--- src/rtl/sort_pkg.sv ---
// Shared types and sizing helpers for the signed sort unit.
package sort_pkg;

    typedef enum logic [1:0] {
        LOAD  = 2'd0,
        SORT  = 2'd1,
        DRAIN = 2'd2
    } sort_state_t;

    localparam int DEF_WIDTH = 6;
    localparam int DEF_DEPTH = 4;

    // Index width for a DEPTH-entry array; never narrower than one bit.
    function automatic int idx_width(input int n);
        if (n > 1) begin
            return $clog2(n);
        end else begin
            return 1;
        end
    endfunction

endpackage

--- src/rtl/signed_cmp_swap.sv ---
// Combinational compare-and-swap: orders two signed operands, lo <= hi.
module signed_cmp_swap #(
    parameter int WIDTH = 6
) (
    input  logic [WIDTH-1:0] a,
    input  logic [WIDTH-1:0] b,
    output logic [WIDTH-1:0] lo,
    output logic [WIDTH-1:0] hi,
    output logic             swapped
);

    // Strict signed less-than, so equal operands keep their order.
    always_comb begin
        swapped = ($signed(b) < $signed(a));
        if (swapped) begin
            lo = b;
            hi = a;
        end else begin
            lo = a;
            hi = b;
        end
    end

endmodule

--- src/rtl/signed_sort_unit.sv ---
// Sequential bubble sorter: loads DEPTH signed operands, sorts with one compare-and-swap
// per cycle on a fixed schedule, then streams them out in ascending order.
module signed_sort_unit
    import sort_pkg::*;
#(
    parameter int WIDTH = DEF_WIDTH,
    parameter int DEPTH = DEF_DEPTH
) (
    input  logic             clk,
    input  logic             reset,
    input  logic             in_valid,
    output logic             in_ready,
    input  logic [WIDTH-1:0] in_data,
    output logic             out_valid,
    input  logic             out_ready,
    output logic [WIDTH-1:0] out_data,
    output logic             out_last,
    output logic             busy
);

    localparam int IDXW = idx_width(DEPTH);
    localparam logic [IDXW-1:0] IDX_ZERO  = {IDXW{1'b0}};
    localparam logic [IDXW-1:0] IDX_ONE   = IDXW'(1);
    localparam logic [IDXW-1:0] LAST_IDX  = IDXW'(DEPTH - 1);
    localparam logic [IDXW-1:0] LAST_STEP = IDXW'(DEPTH - 2);

    sort_state_t      state_r;
    sort_state_t      state_nx_s;
    logic [IDXW-1:0]  wr_idx_r;
    logic [IDXW-1:0]  rd_idx_r;
    logic [IDXW-1:0]  pass_r;
    logic [IDXW-1:0]  pair_r;
    logic [IDXW-1:0]  pair_hi_s;
    logic [IDXW-1:0]  rd_nx_s;
    logic [WIDTH-1:0] array_r [DEPTH];
    logic [WIDTH-1:0] cmp_lo_s;
    logic [WIDTH-1:0] cmp_hi_s;
    logic             cmp_swapped_s;
    logic             in_fire_s;
    logic             out_fire_s;
    logic             out_valid_r;
    logic             out_last_r;
    logic [WIDTH-1:0] out_data_r;

    assign in_ready  = (state_r == LOAD);
    assign busy      = (state_r != LOAD);
    assign out_valid = out_valid_r;
    assign out_data  = out_data_r;
    assign out_last  = out_last_r;

    assign in_fire_s  = in_valid & in_ready;
    assign out_fire_s = out_valid_r & out_ready;
    assign pair_hi_s  = pair_r + IDX_ONE;
    assign rd_nx_s    = rd_idx_r + IDX_ONE;

    signed_cmp_swap #(.WIDTH(WIDTH)) u_cmp (
        .a       (array_r[pair_r]),
        .b       (array_r[pair_hi_s]),
        .lo      (cmp_lo_s),
        .hi      (cmp_hi_s),
        .swapped (cmp_swapped_s)
    );

    // Phase state register.
    always_ff @(posedge clk or posedge reset) begin
        if (reset) begin
            state_r <= LOAD;
        end else begin
            state_r <= state_nx_s;
        end
    end

    // Phase sequencing: load DEPTH operands, run every pass/pair, drain until the last output.
    always_comb begin
        state_nx_s = state_r;
        case (state_r)
            LOAD: begin
                if (in_fire_s && (wr_idx_r == LAST_IDX)) begin
                    state_nx_s = SORT;
                end else begin
                    state_nx_s = LOAD;
                end
            end
            SORT: begin
                if ((pass_r == LAST_STEP) && (pair_r == LAST_STEP)) begin
                    state_nx_s = DRAIN;
                end else begin
                    state_nx_s = SORT;
                end
            end
            DRAIN: begin
                if (out_fire_s && out_last_r) begin
                    state_nx_s = LOAD;
                end else begin
                    state_nx_s = DRAIN;
                end
            end
            default: state_nx_s = LOAD;
        endcase
    end

    // Operand array, schedule counters and registered output stage.
    always_ff @(posedge clk or posedge reset) begin
        if (reset) begin
            for (int i = 0; i < DEPTH; i++) begin
                array_r[i] <= {WIDTH{1'b0}};
            end
            wr_idx_r    <= IDX_ZERO;
            rd_idx_r    <= IDX_ZERO;
            pass_r      <= IDX_ZERO;
            pair_r      <= IDX_ZERO;
            out_valid_r <= 1'b0;
            out_last_r  <= 1'b0;
            out_data_r  <= {WIDTH{1'b0}};
        end else begin
            case (state_r)
                LOAD: begin
                    if (in_fire_s) begin
                        array_r[wr_idx_r] <= in_data;
                        wr_idx_r <= (wr_idx_r == LAST_IDX) ? IDX_ZERO : wr_idx_r + IDX_ONE;
                    end
                end
                SORT: begin
                    if (cmp_swapped_s) begin
                        array_r[pair_r]    <= cmp_lo_s;
                        array_r[pair_hi_s] <= cmp_hi_s;
                    end
                    if (pair_r == LAST_STEP) begin
                        pair_r <= IDX_ZERO;
                        pass_r <= (pass_r == LAST_STEP) ? IDX_ZERO : pass_r + IDX_ONE;
                    end else begin
                        pair_r <= pair_hi_s;
                    end
                end
                DRAIN: begin
                    // First DRAIN cycle primes the output register from the settled array.
                    if (!out_valid_r) begin
                        out_valid_r <= 1'b1;
                        out_data_r  <= array_r[rd_idx_r];
                        out_last_r  <= (rd_idx_r == LAST_IDX);
                    end else if (out_fire_s) begin
                        if (out_last_r) begin
                            out_valid_r <= 1'b0;
                            out_last_r  <= 1'b0;
                            out_data_r  <= {WIDTH{1'b0}};
                            rd_idx_r    <= IDX_ZERO;
                        end else begin
                            out_data_r <= array_r[rd_nx_s];
                            out_last_r <= (rd_nx_s == LAST_IDX);
                            rd_idx_r   <= rd_nx_s;
                        end
                    end
                end
                default: begin
                    out_valid_r <= 1'b0;
                end
            endcase
        end
    end

endmodule

--- config.mk ---
export PLATFORM = sky130hd
export DESIGN_NAME = signed_sort_unit
export DESIGN_NICKNAME = d
export VERILOG_FILES = /design/src/rtl/sort_pkg.sv /design/src/rtl/signed_cmp_swap.sv /design/src/rtl/signed_sort_unit.sv
export SDC_FILE = /design/constraint.sdc
export NUM_CORES = 1
export LEC_CHECK = 0
export BUFFER_PORTS_ARGS = -buffer_cell sky130_fd_sc_hd__buf_4
export CORE_AREA = 2 2 56 110
export CTS_CLUSTER_SIZE = 24
export DETAILED_ROUTE_END_ITERATION = 8
export DIE_AREA = 0 0 58 112
export PLACE_DENSITY = 0.77
export SYNTH_ARGS = -nofsm -noshare
export SYNTH_HDL_FRONTEND = slang
export SYNTH_SLANG_ARGS = --single-unit
--- constraint.sdc ---
create_clock -name clk -period 9.9 [get_ports clk]
set_input_delay 1.485 -clock clk [delete_from_list [all_inputs] [get_ports clk]]
set_output_delay 1.485 -clock clk [all_outputs]
set_load 0.1 [all_outputs]
== Yosys cells after proc, flatten, opt, wreduce, memory -nomap -nowiden ==
Cells that the tools add are included.

* Register bits: 42
* Bits of input ports: 10
* Output and inout bits: 10
* Word-level logic and storage cells: 101

* Add/subtract/negate cells: 4
* Magnitude comparators: 9
* Eq/ne operators: 10
* Mux-type cells: 44
* Bitwise operators: 7
* Reduce and logical (&&, ||, !) cells: 15

{| class="wikitable"
|+ Operators with widths
! operator !! count
|-
| two-way mux 6 bit || 16
|-
| bitwise mux 24 bit || 3
|-
| binary-select mux 6 bit (select 2 bit) || 4
|-
| two-way mux 24 bit || 2
|-
| case mux 24 bit (2 select lines) || 1
|-
| demux 6 bit (select 2 bit) || 3
|-
| >= comparator 3 bit, second input constant || 5
|-
| inverter 2 -> 3 bit || 5
|-
| == test 2 bit, second input constant || 6
|-
| two-way mux 2 bit || 6
|-
| less-than comparator 3 x 1 -> 1 bit, second input constant || 3
|-
| adder 2 x 1 -> 2 bit, second input constant || 4
|-
| two-way mux 1 bit || 7
|-
| logical AND 1 bit || 6
|-
| less-than comparator 6 bit || 1
|-
| case mux 2 bit (3 select lines) || 1
|-
| AND reduction 2 bit || 3
|-
| AND reduction 3 bit || 2
|-
| inequality test 2 bit, second input constant || 2
|-
| nonzero test 2 bit || 2
|-
| AND 1 bit || 2
|-
| == test 2 x 1 -> 1 bit, second input constant || 1
|-
| zero test 2 bit || 1
|-
| inequality test 2 x 1 -> 1 bit, second input constant || 1
|-
| 2 further kinds || 2
|}

== Longest topological paths before layout ==
Gate-level depths: netlist of run 1.

* Depth after elaboration: 11
* Mapped depth: 14
* Gate-level depth less buffers: 11

== Cells and area by module ==
From an unflattened synthesis of run 1, not the netlist that was laid out.

* Cells, all modules: 349
* Area total of the unflattened synthesis: 3688.5 um2

{| class="wikitable"
|+ Modules (own cells, without submodules)
! module !! instances !! cells an instance !! area an instance (um2) !! seq. area each (um2)
|-
| signed_sort_unit || 1 || 267 || 3161.8 || 1051.0
|-
| signed_cmp_swap || 1 || 82 || 526.8 || 0.0
|}

== Worst setup path before layout of run 1 ==
Ideal clock, no wire load.

* Kind: register to register
* Start: reg pair_r[0]
* End: reg array_r[19] (netlist bit)
* Setup time: 0.126 ns
* Arrival time: 3.661 ns
* Data required time: 9.774 ns
* Slack: 6.113 ns
* Cell stages (with the launch flop): 14
* Buffers on the path: 2
* Clock period less this slack: 3.787 ns
* Path through: dfrtp_1 buf_2 inv_1 ha_1 mux4_2 ha_1 and3_1 a221oi_1 mux2i_1 nor2_2 buf_6 mux2_4 a221oi_2 o31ai_1

* Cells in the longest elaborated chain, start to end: 11
* Elaborated cells on any way between the ends: 28
* Classes of those cells: add/sub: 1; order compare: 5; eq/ne: 1; mux: 16; bitwise: 2; reduce/logical: 3

{| class="wikitable"
|+ RTL lines
! element !! line !! text
|-
| start, declared || signed_sort_unit.sv:32 || <nowiki>logic [IDXW-1:0] pair_r;</nowiki>
|-
| start signal, assigned || signed_sort_unit.sv:132 || <nowiki>pair_r <= pair_hi_s;</nowiki>
|-
| adder 2 x 1 -> 2 bit || signed_sort_unit.sv:53 || <nowiki>assign pair_hi_s = pair_r + IDX_ONE;</nowiki>
|-
| inverter 2 -> 3 bit (not written as such) || signed_sort_unit.sv:58, signed_sort_unit.sv:126 ||
|-
| binary-select mux 6 bit (select 2 bit) || signed_sort_unit.sv:58 || <nowiki>.b (array_r[pair_hi_s]),</nowiki>
|-
| two-way mux 6 bit (not written as such) (2 in series) || signed_sort_unit.sv:58 ||
|-
| less-than comparator 6 bit || signed_cmp_swap.sv:14 || <nowiki>swapped = ($signed(b) < $signed(a));</nowiki>
|-
| two-way mux 6 bit || signed_cmp_swap.sv:15 || <nowiki>if (swapped) begin</nowiki>
|-
| bitwise mux 24 bit || signed_sort_unit.sv:125 || <nowiki>array_r[pair_r] <= cmp_lo_s;</nowiki>
|-
| bitwise mux 24 bit || signed_sort_unit.sv:126 || <nowiki>array_r[pair_hi_s] <= cmp_hi_s;</nowiki>
|-
| two-way mux 24 bit || signed_sort_unit.sv:124 || <nowiki>if (cmp_swapped_s) begin</nowiki>
|-
| case mux 24 bit (2 select lines) || signed_sort_unit.sv:116 || <nowiki>case (state_r)</nowiki>
|-
| end signal, assigned by index || signed_sort_unit.sv:119 || <nowiki>array_r[wr_idx_r] <= in_data;</nowiki>
|-
| end signal, assigned by index || signed_sort_unit.sv:125 ||
|-
| end signal, assigned by index || signed_sort_unit.sv:126 ||
|-
| end, declared || signed_sort_unit.sv:35 || <nowiki>logic [WIDTH-1:0] array_r [DEPTH];</nowiki>
|}

Parallel ways exist; a longest one is shown, timed or not. The select of a mux whose other input is x is not followed.
A chain may end at the register's enable or synchronous reset.

== Worst setup path after layout of run 1 ==
* Start: reg pair_r[0]
* End: reg array_r[21] (netlist bit)

The elaborated chain is that of the path after synthesis.

==> results of run 1 <==
cells in the final DEF, fill, tap and decap left out, types with 2 or more instances in the layout:
cell	instances
a21o_1	2
a21oi_1	19
a221oi_1	7
a221oi_2	3
a22oi_1	16
a31oi_1	10
and2_1	2
and3_1	6
buf_4	22
clkbuf_16	5
dfrtp_1	42
ha_1	16
inv_1	17
mux2_2	2
mux2_4	3
mux2i_1	3
mux4_2	24
nand2_1	34
nand2b_1	3
nand3_1	8
nand4_1	2
nor2_1	33
nor2b_1	3
nor3_1	7
o211ai_1	2
o21a_1	2
o21ai_0	17
o21ai_1	15
o22ai_1	6
o31ai_1	7
final timing paths:
path | startpoint | endpoint
setup / recovery | pair_r[0] | array_r[21]
min in group asynchronous | reset | rd_idx_r[0]
hold / removal | pass_r[0] | pass_r[1]
max in group asynchronous | reset | array_r[15]
hold reg to reg | pass_r[0] | pass_r[1]
setup reg to reg | pair_r[0] | array_r[21]
per-stage QoR:
stage	util (%)	instance area [µm²]	setup slack (ns)
floorplan	-	3290	6.11
global placement	60.6	3430	5.24
detailed placement	60.6	3430	5.03
CTS	63.1	3570	5.01
global route	63.1	3570	4.63
finish	63.1	3570	4.99
final cells by class:
type / count / area [µm²]
clock inverters: 2 / 13.8
flip-flops and latches: 42 / 1050
clock buffers: 6 / 129
fillers: 488 / 2090
repair buffers: 22 / 165
inverters: 18 / 67.6
multi-input cells: 265 / 2070
well taps: 61 / 76.3
logic make-up after synthesis:
| kind of cell | count (synthesis) | synth area share [%] |
|---|---|---|
| buffers and inverters | 41 | 5.06 |
| adder cells (fa/ha/maj) | 16 | 6.09 |
| AND/OR/NAND/NOR | 104 | 14.8 |
| flip-flops | 42 | 32.0 |
| AO/OA/AOI/OAI | 112 | 22.4 |
| multiplexers | 33 | 19.7 |
worst max-delay path, delay by kind of cell, from the launching register on:
kind / cells / cell delay, ns
compound gates: 3 / 0.85
fa+ha+maj: 2 / 0.83
buf+inv: 1 / 0.23
flops: 1 / 0.84
mux: 3 / 1.23
simple gates: 2 / 0.77
cell usage after synthesis, types with 2 or more instances:
master    instances  area (µm²)
nand4_1           2        12.5
a221oi_2          3        45.0
mux2i_1           3        30.0
dfrtp_1          42        1050
o21a_1            2        15.0
a21o_1            2        15.0
nor2_1           33         124
a22oi_1          16         120
and2_1            2        12.5
and3_1            6        37.5
a21oi_1          19        95.1
ha_1             16         200
o211ai_1          2        15.0
nor2b_1           3        18.8
mux4_2           24         541
buf_2             4        20.0
nor3_1            7        35.0
inv_1            17        63.8
mux2_4            3        45.0
nand3_1           8        40.0
a221oi_1          7        61.3
o21ai_1          15        75.1
nand2b_1          3        18.8
mux2_2            2        22.5
clkbuf_1         17        63.8
o21ai_0          17        85.1
o31ai_1           7        52.6
a31oi_1          10        62.6
o22ai_1           6        37.5
nand2_1          34         128
layer usage:
| layer | global-route usage [%] | part of all wire (%) | vias to the layer above |
|---|---|---|---|
| li1 | - | - | 1329 |
| met1 | 39.6 | 36 | 1394 |
| met4 | 19.7 | 5.1 | 0 |
| met5 | 0 | 0 | - |
| met3 | 3.95 | 7.5 | 30 |
| met2 | 48.3 | 51 | 164 |
flip-flops by register name (all words and copies together) (netlist names):
| name | cells |
|---|---|
| out_data | 6 |
| state_r | 2 |
| wr_idx_r | 2 |
| rd_idx_r | 2 |
| out_valid | 1 |
| pass_r | 2 |
| out_last | 1 |
| pair_r | 2 |
| array_r | 24 |
==> flow_summary.json, run 1 <==
{
  "status": "finished clean",
  "syn_inst": 348,
  "synth_edf_count": 0,
  "drv_slew": 0,
  "synth_flop_cell": "dfrtp_1",
  "core_area_um2": 5660,
  "hpwl_mm": 6.76,
  "async_flop_share_pct": 100,
  "dp_cells": 408,
  "rr_worst_depth": 11,
  "r2r_slack_ns": 4.99,
  "yosysWarnings": 0,
  "cts_buffers": 5,
  "hold_class": "register to register",
  "worstSetupPathType": "register to register",
  "place_congestion": 0.955,
  "start_kind": "register",
  "syn-num-nets": 374,
  "wirelength_mm": 9.20,
  "die_h_um": 112,
  "grt_overflow": 0,
  "grt_pass1_wl_mm": 15.1,
  "grt_usage_pct": 30.9,
  "final_layout_size_suffix_gt1_share_pct": 18.3,
  "max_freq_mhz": 204,
  "relSlewSlack_pct": 34.1,
  "ant_nets": 0,
  "antenna_found_initial": 0,
  "fin_crit_ns": 4.91,
  "whs_path_depth": 2,
  "portBuffers": 19,
  "cap_violations": 0,
  "clkLatencyLatePin_ns": 0.29,
  "rows": 39,
  "finalSetupViolations": 0,
  "nets": 380,
  "grt_pass1_vias": 2910,
  "via_per_inst": 7.01,
  "drc": 0,
  "vias": 2917,
  "clkTransAtPathRegs_ns": 0.06,
  "worstMarginPinSlew_ns": 0.989,
  "area_delta_synth_final_pct": 8.68,
  "layoutNonFillerInstCount": 416,
  "htree_num_levels": 2,
  "drtIter0Drc": 228,
  "max_stage_delay_ns": 0.84,
  "avgSynthCellArea_um2": 9.45,
  "synth-seq-cells": 42,
  "seq_area_frac_synth_pct": 32.0,
  "dieArea_um2": 6500,
  "die_w_um": 58,
  "rsz0062_at_grt": "no",
  "crit_fanout": 15,
  "ctsHoldBuffers": 0,
  "critPathSlowestCell": "dfrtp_1",
  "grt_max_degree": 43,
  "synthesis.area_um2": 3290,
  "fin_tns_setup_ns": 0,
  "hold_viol": 0,
  "post_cts_resized": 0,
  "yosys.cell_types.count": 46,
  "arrival_ns": 5.04,
  "cts_buffer_depth": 2,
  "cts-root-buf": "clkbuf_16",
  "timing.hold.ws_ns": 0.498,
  "crit_required_ns": 10.03,
  "post-cts-setup-buffers": 0,
  "crit_path_cell_trace": "inv_1 > ha_1 > mux4_2 > ha_1 > and3_1 > a221oi_1 > mux2i_1 > nor2_2 > mux2_1 > a221oi_1 > o31ai_1",
  "end_kind": "register",
  "top_level_ports": 20,
  "diodes": 0,
  "clock_sinks": 42,
  "initial_utilization_pct": 58.1,
  "wl_per_cell_um": 22.1,
  "cts_tree": "yes",
  "period_share_pct": 49.6,
  "fin_skew_ns": 0.00736,
  "first_pass_iters": 5
}
Power of run 1 is left out: the tool's default activity adds up to more than one toggle a clock period on the data nets, which glitch-free logic cannot reach.
==> run 2: changes to the inputs <==
ABC_AREA = 1   (was not set)
CORE_AREA = 2 2 60 119   (was 2 2 56 110)
DIE_AREA = 0 0 62 121   (was 0 0 58 112)
PLACE_DENSITY = 0.75   (was 0.77)
clock period = 4.1 ns   (was 9.9 ns; I/O delays follow)
==> run 2 against run 1 <==
Net effect: fmax rose by 43%; area after synthesis rose by 9.4%; cell count rose by 57%; first-iteration DRC count rose by 38%; synthesized cell count rose by 60%; global-route usage fell by 0.41 points; hold slack got worse by 0.054 ns; via count rose by 33%; clock skew rose by 0.0026 ns; sequential share of layout area fell by 2.8 points; design area rose by 11%.
==> flow_summary.json, run 2 <==
{
  "status": "finished clean",
  "post_cts_resized": 0,
  "syn-num-nets": 583,
  "hpwl_mm": 8.23,
  "synth_edf_count": 0,
  "yosys.cell_types.count": 31,
  "fin_skew_ns": 0.0100,
  "yosys-top-cells-count": "nand2_1, nand3_1, nor2_1",
  "async_flop_share_pct": 100,
  "rows": 42,
  "synth_area_leader_cell": "dfrtp_1",
  "arrival_ns": 3.60,
  "crit_required_ns": 4.28,
  "start_kind": "register",
  "seq_area_frac_synth_pct": 29.2,
  "post-cts-setup-buffers": 0,
  "area_delta_synth_final_pct": 9.99,
  "vias": 3875,
  "clkLatencyLatePin_ns": 0.30,
  "yosysWarnings": 0,
  "final_layout_size_suffix_gt1_share_pct": 10.4,
  "cap_violations": 0,
  "die_w_um": 62,
  "ant_nets": 0,
  "timing.hold.ws_ns": 0.444,
  "wirelength_mm": 10.6,
  "max_freq_mhz": 292,
  "htree_num_levels": 2,
  "end_kind": "register",
  "drc": 0,
  "dieArea_um2": 7500,
  "finalSetupViolations": 0,
  "syn_inst": 557,
  "cts_tree": "yes",
  "die_h_um": 121,
  "first_pass_iters": 8,
  "drtIter0Drc": 315,
  "hold_viol": 0,
  "relSlewSlack_pct": 28.1,
  "via_per_inst": 5.92,
  "final.fill_count": 625,
  "cts_buffers": 5,
  "nets": 592,
  "yosys-top-cells-area": "dfrtp_1, nand3_1, nand2_1, a21oi_1, nor2_1",
  "top_register": "array_r",
  "portBuffers": 19,
  "top_level_ports": 20,
  "cts_buffer_depth": 2,
  "core_area_um2": 6570,
  "initial_utilization_pct": 54.7,
  "yosys.area.top_type_share_pct": 29.2,
  "grt_pass1_wl_mm": 17.1,
  "final_common_cell": "nand2_1",
  "synthesis.area_um2": 3600,
  "largest_reg_flops": 24,
  "grt_usage_pct": 30.5,
  "fin_tns_setup_ns": 0,
  "worstMarginPinSlew_ns": 1.07,
  "drv_slew": 0,
  "yosysMostFrequentCell": "nand2_1",
  "clkTransAtPathRegs_ns": 0.07,
  "synth-seq-cells": 42,
  "crit_fanout": 19,
  "synth_flop_cell": "dfrtp_1",
  "hold_class": "input pin to asynchronous set/reset pin",
  "final_cell_mix": "nand2_1, nand3_1, nor2_1, a21oi_1, o21ai_0",
  "cts-root-buf": "clkbuf_16",
  "diodes": 0,
  "place_congestion": 0.963,
  "wl_per_cell_um": 16.2,
  "fin_crit_ns": 3.42,
  "grt_pass1_vias": 3561,
  "ctsHoldBuffers": 0,
  "antenna_found_initial": 0,
  "clock_sinks": 42,
  "worstSetupPathType": "register to register",
  "period_share_pct": 83.5,
  "rsz0062_at_grt": "no",
  "grt_overflow": 0,
  "avgSynthCellArea_um2": 6.46,
  "grt_max_degree": 43
}
run 2: cell families (layout without fill, tap and decap cells):
group / after synthesis / after routing / share of synthesized area, %
buffers and inverters: 77 / 87 / 9.39
DFF: 42 / 42 / 29.2
adders and majority gates: 16 / 16 / 5.57
and+or+nand+nor: 300 / 300 / 37.6
AOI/OAI and AO/OA: 122 / 122 / 18.2
run 2: critical path, stage by stage, from the launching register on:
cell and delay, ns:
dfrtp_1 0.41, inv_4 0.18, ha_1 0.30, inv_2 0.17, a21oi_1 0.06, a32oi_1 0.23
ha_1 0.29, a21oi_1 0.21, nor2_1 0.10, a211oi_4 0.32, nand3_2 0.28, nand3_2 0.17
nand2_4 0.12, nand2_2 0.23, inv_1 0.09, nand2_1 0.07, o21ai_0 0.08
run 2: metrics by stage:
step           cells  instance area, µm²  utilization, %  worst slack (ns)
2_1_floorplan    557                3600               -             0.802
3_3_place_gp     647                3760            57.3             0.826
3_5_place_dp     647                3760            57.3             0.693
4_1_cts          655                3960            60.2             0.688
5_1_grt          655                3960            60.2             0.441
6_report         655                3960            60.2             0.675
run 2: worst paths after layout:
path | from | to | slack (ns) | cells past startpoint
min in group clk | array_r[14] | array_r[14] | 0.51 | 2
min reg2reg | array_r[14] | array_r[14] | 0.51 | 2
max in group asynchronous | reset | out_data[1] | 3.27 | 3
max | pair_r[0] | array_r[23] | 0.68 | 16
min | reset | out_data[5] | 0.44 | 3
max reg2reg | pair_r[0] | array_r[23] | 0.68 | 16
run 2: cell type report:
cell class                 instances  area (µm²)  area share, %
clock buffer                       5         125           3.16
inverter                          54         205           5.19
timing repair buffer              25         188           4.75
clock inverter                     3        68.8           1.74
tap                               88         110           2.78
sequential                        42        1050           26.6
multi-input combinational        438        2210           55.8
run 2: layer usage:
metal	vias up	routed length [µm]	GRT usage (%)
met5	-	0	0
met4	0	413	14.5
met3	42	509	3.62
met2	182	5720	52.9
met1	1770	3980	35.0
li1	1881	-	-
Power of run 2 is left out for the same reason.
==> run 3: changes to the inputs <==
CORE_AREA = 2 2 58 115   (was 2 2 60 119)
DIE_AREA = 0 0 60 117   (was 0 0 62 121)
PLACE_DENSITY = 0.77   (was 0.75)
clock period = 3.6 ns   (was 4.1 ns; I/O delays follow)
==> run 3 against run 2 <==
Net effect: count of clock-buffer cells in the layout rose by 1; utilization grew 3.0 points; setup slack lost 0.41 ns.
==> flow_summary.json, run 3 (synthesis results as in run 2) <==
{
  "status": "finished clean",
  "grt_overflow": 0,
  "worstSetupStartpoint": "pair_r[1]",
  "start_kind": "register",
  "crit_family": "simple AND/OR/NAND/NOR gates",
  "post-cts-setup-buffers": 0,
  "clock_sinks": 42,
  "grt_pass1_vias": 3629,
  "finalSetupViolations": 0,
  "top_level_ports": 20,
  "antenna_found_initial": 0,
  "nets": 592,
  "drtIter0Drc": 447,
  "relSlewSlack_pct": 40.6,
  "drc": 0,
  "critPathSlowestCell": "ha_1",
  "hold_class": "input pin to asynchronous set/reset pin",
  "cts_buffers": 5,
  "crit_path_cell_trace": "inv_1 > ha_1 > a21oi_1 > o21ai_0 > and2_1 > ha_1 > nand2_1 > nor2_1 > a211oi_4 > nand3_2 > nand3_2 > nand2_4 > nand2_2 > inv_1 > nand2_1 > o21ai_0",
  "largest_reg_flops": 24,
  "initial_utilization_pct": 57.9,
  "cp_num_cells": 16,
  "final_common_cell": "nand2_1",
  "worstMarginPinSlew_ns": 0.885,
  "via_per_inst": 5.98,
  "rows": 41,
  "post_cts_resized": 0,
  "place_congestion": 1.01,
  "portBuffers": 19,
  "first_pass_iters": 5,
  "crit_required_ns": 3.77,
  "max_freq_mhz": 300,
  "reg2reg_from": "pair_r[1]",
  "cts-root-buf": "clkbuf_16",
  "r2r_slack_ns": 0.27,
  "place_ws_ns": 0.327,
  "fin_tns_setup_ns": 0,
  "diodes": 0,
  "rr_worst_depth": 16,
  "wirelength_mm": 11.4,
  "max_stage_delay_ns": 0.41,
  "final_util_pct": 63.2,
  "hold_viol": 0,
  "final_layout_size_suffix_gt1_share_pct": 10.2,
  "ant_nets": 0,
  "critPathBufInv": 2,
  "vias": 3906,
  "htree_num_levels": 2,
  "cap_violations": 0,
  "clkLatencyLatePin_ns": 0.30,
  "arrival_ns": 3.50,
  "dieArea_um2": 7020,
  "cts_buffer_depth": 2,
  "wl_per_cell_um": 17.5,
  "ctsHoldBuffers": 0,
  "crit_fanout": 14,
  "area_delta_synth_final_pct": 9.15,
  "fin_crit_ns": 3.33,
  "grt_max_degree": 43,
  "end_kind": "register",
  "grt_pass1_wl_mm": 18.0,
  "die_w_um": 60,
  "worstSetupPathType": "register to register",
  "final.fill_count": 619,
  "grt_usage_pct": 34.8,
  "rsz0062_at_grt": "no",
  "cts_tree": "yes",
  "fin_skew_ns": 0.00714,
  "final_cell_mix": "nand2_1, nand3_1, nor2_1, a21oi_1, o21ai_0",
  "hpwl_mm": 8.24,
  "drv_slew": 0,
  "top_register": "array_r",
  "clkTransAtPathRegs_ns": 0.06,
  "timing.rr.end": "array_r[23]",
  "period_share_pct": 92.5,
  "die_h_um": 117,
  "core_area_um2": 6210,
  "setup_ws_ns": 0.269
}
-- run 3: cell count changes in the layout (fill, tap and decap cells not counted) --
cell | previous run | this run
bufinv_16 | 2 | 1
clkbuf_1 | 0 | 1
clkinv_4 | 1 | 0
clkinvlp_4 | 0 | 1
-- run 3: final cells by class --
class | instances | area (µm²) | area share (%)
timing repair buffer | 25 | 188 | 4.78
sequential | 42 | 1050 | 26.8
inverter | 54 | 205 | 5.23
clock buffer | 6 | 129 | 3.28
tap | 86 | 108 | 2.74
clock inverter | 2 | 37.5 | 0.956
multi-input combinational | 438 | 2210 | 56.2
-- run 3: metrics by stage --
step	area (µm²)	cells	hold slack [ns]
2_1_floorplan	3600	557	0.471
3_3_place_gp	3760	645	0.514
3_5_place_dp	3760	645	0.522
4_1_cts	3930	653	0.414
5_1_grt	3930	653	0.454
6_report	3930	653	0.392
-- run 3: tightest hold or removal path, stage by stage --
cell	delay, ns
buf_4	0.11
clkinv_1	0.03
buf_4	0.47
-- run 3: routing by layer --
metal | routed length, µm | track usage [%]
met1 | 4200 | 40.6
met5 | 0 | 0
met2 | 5540 | 56.3
met4 | 901 | 25.0
met3 | 774 | 5.05
-- run 3: worst max-delay path by stage --
stage / endpoint / slack (ns)
4_1_cts: array_r[23] / 0.31
6_report: array_r[23] / 0.27
3_5_place_dp: array_r[23] / 0.33
2_1_floorplan: busy / 0.38
3_3_place_gp: array_r[23] / 0.43
5_1_grt: array_r[21] / 0.003
Power of run 3 is left out for the same reason.
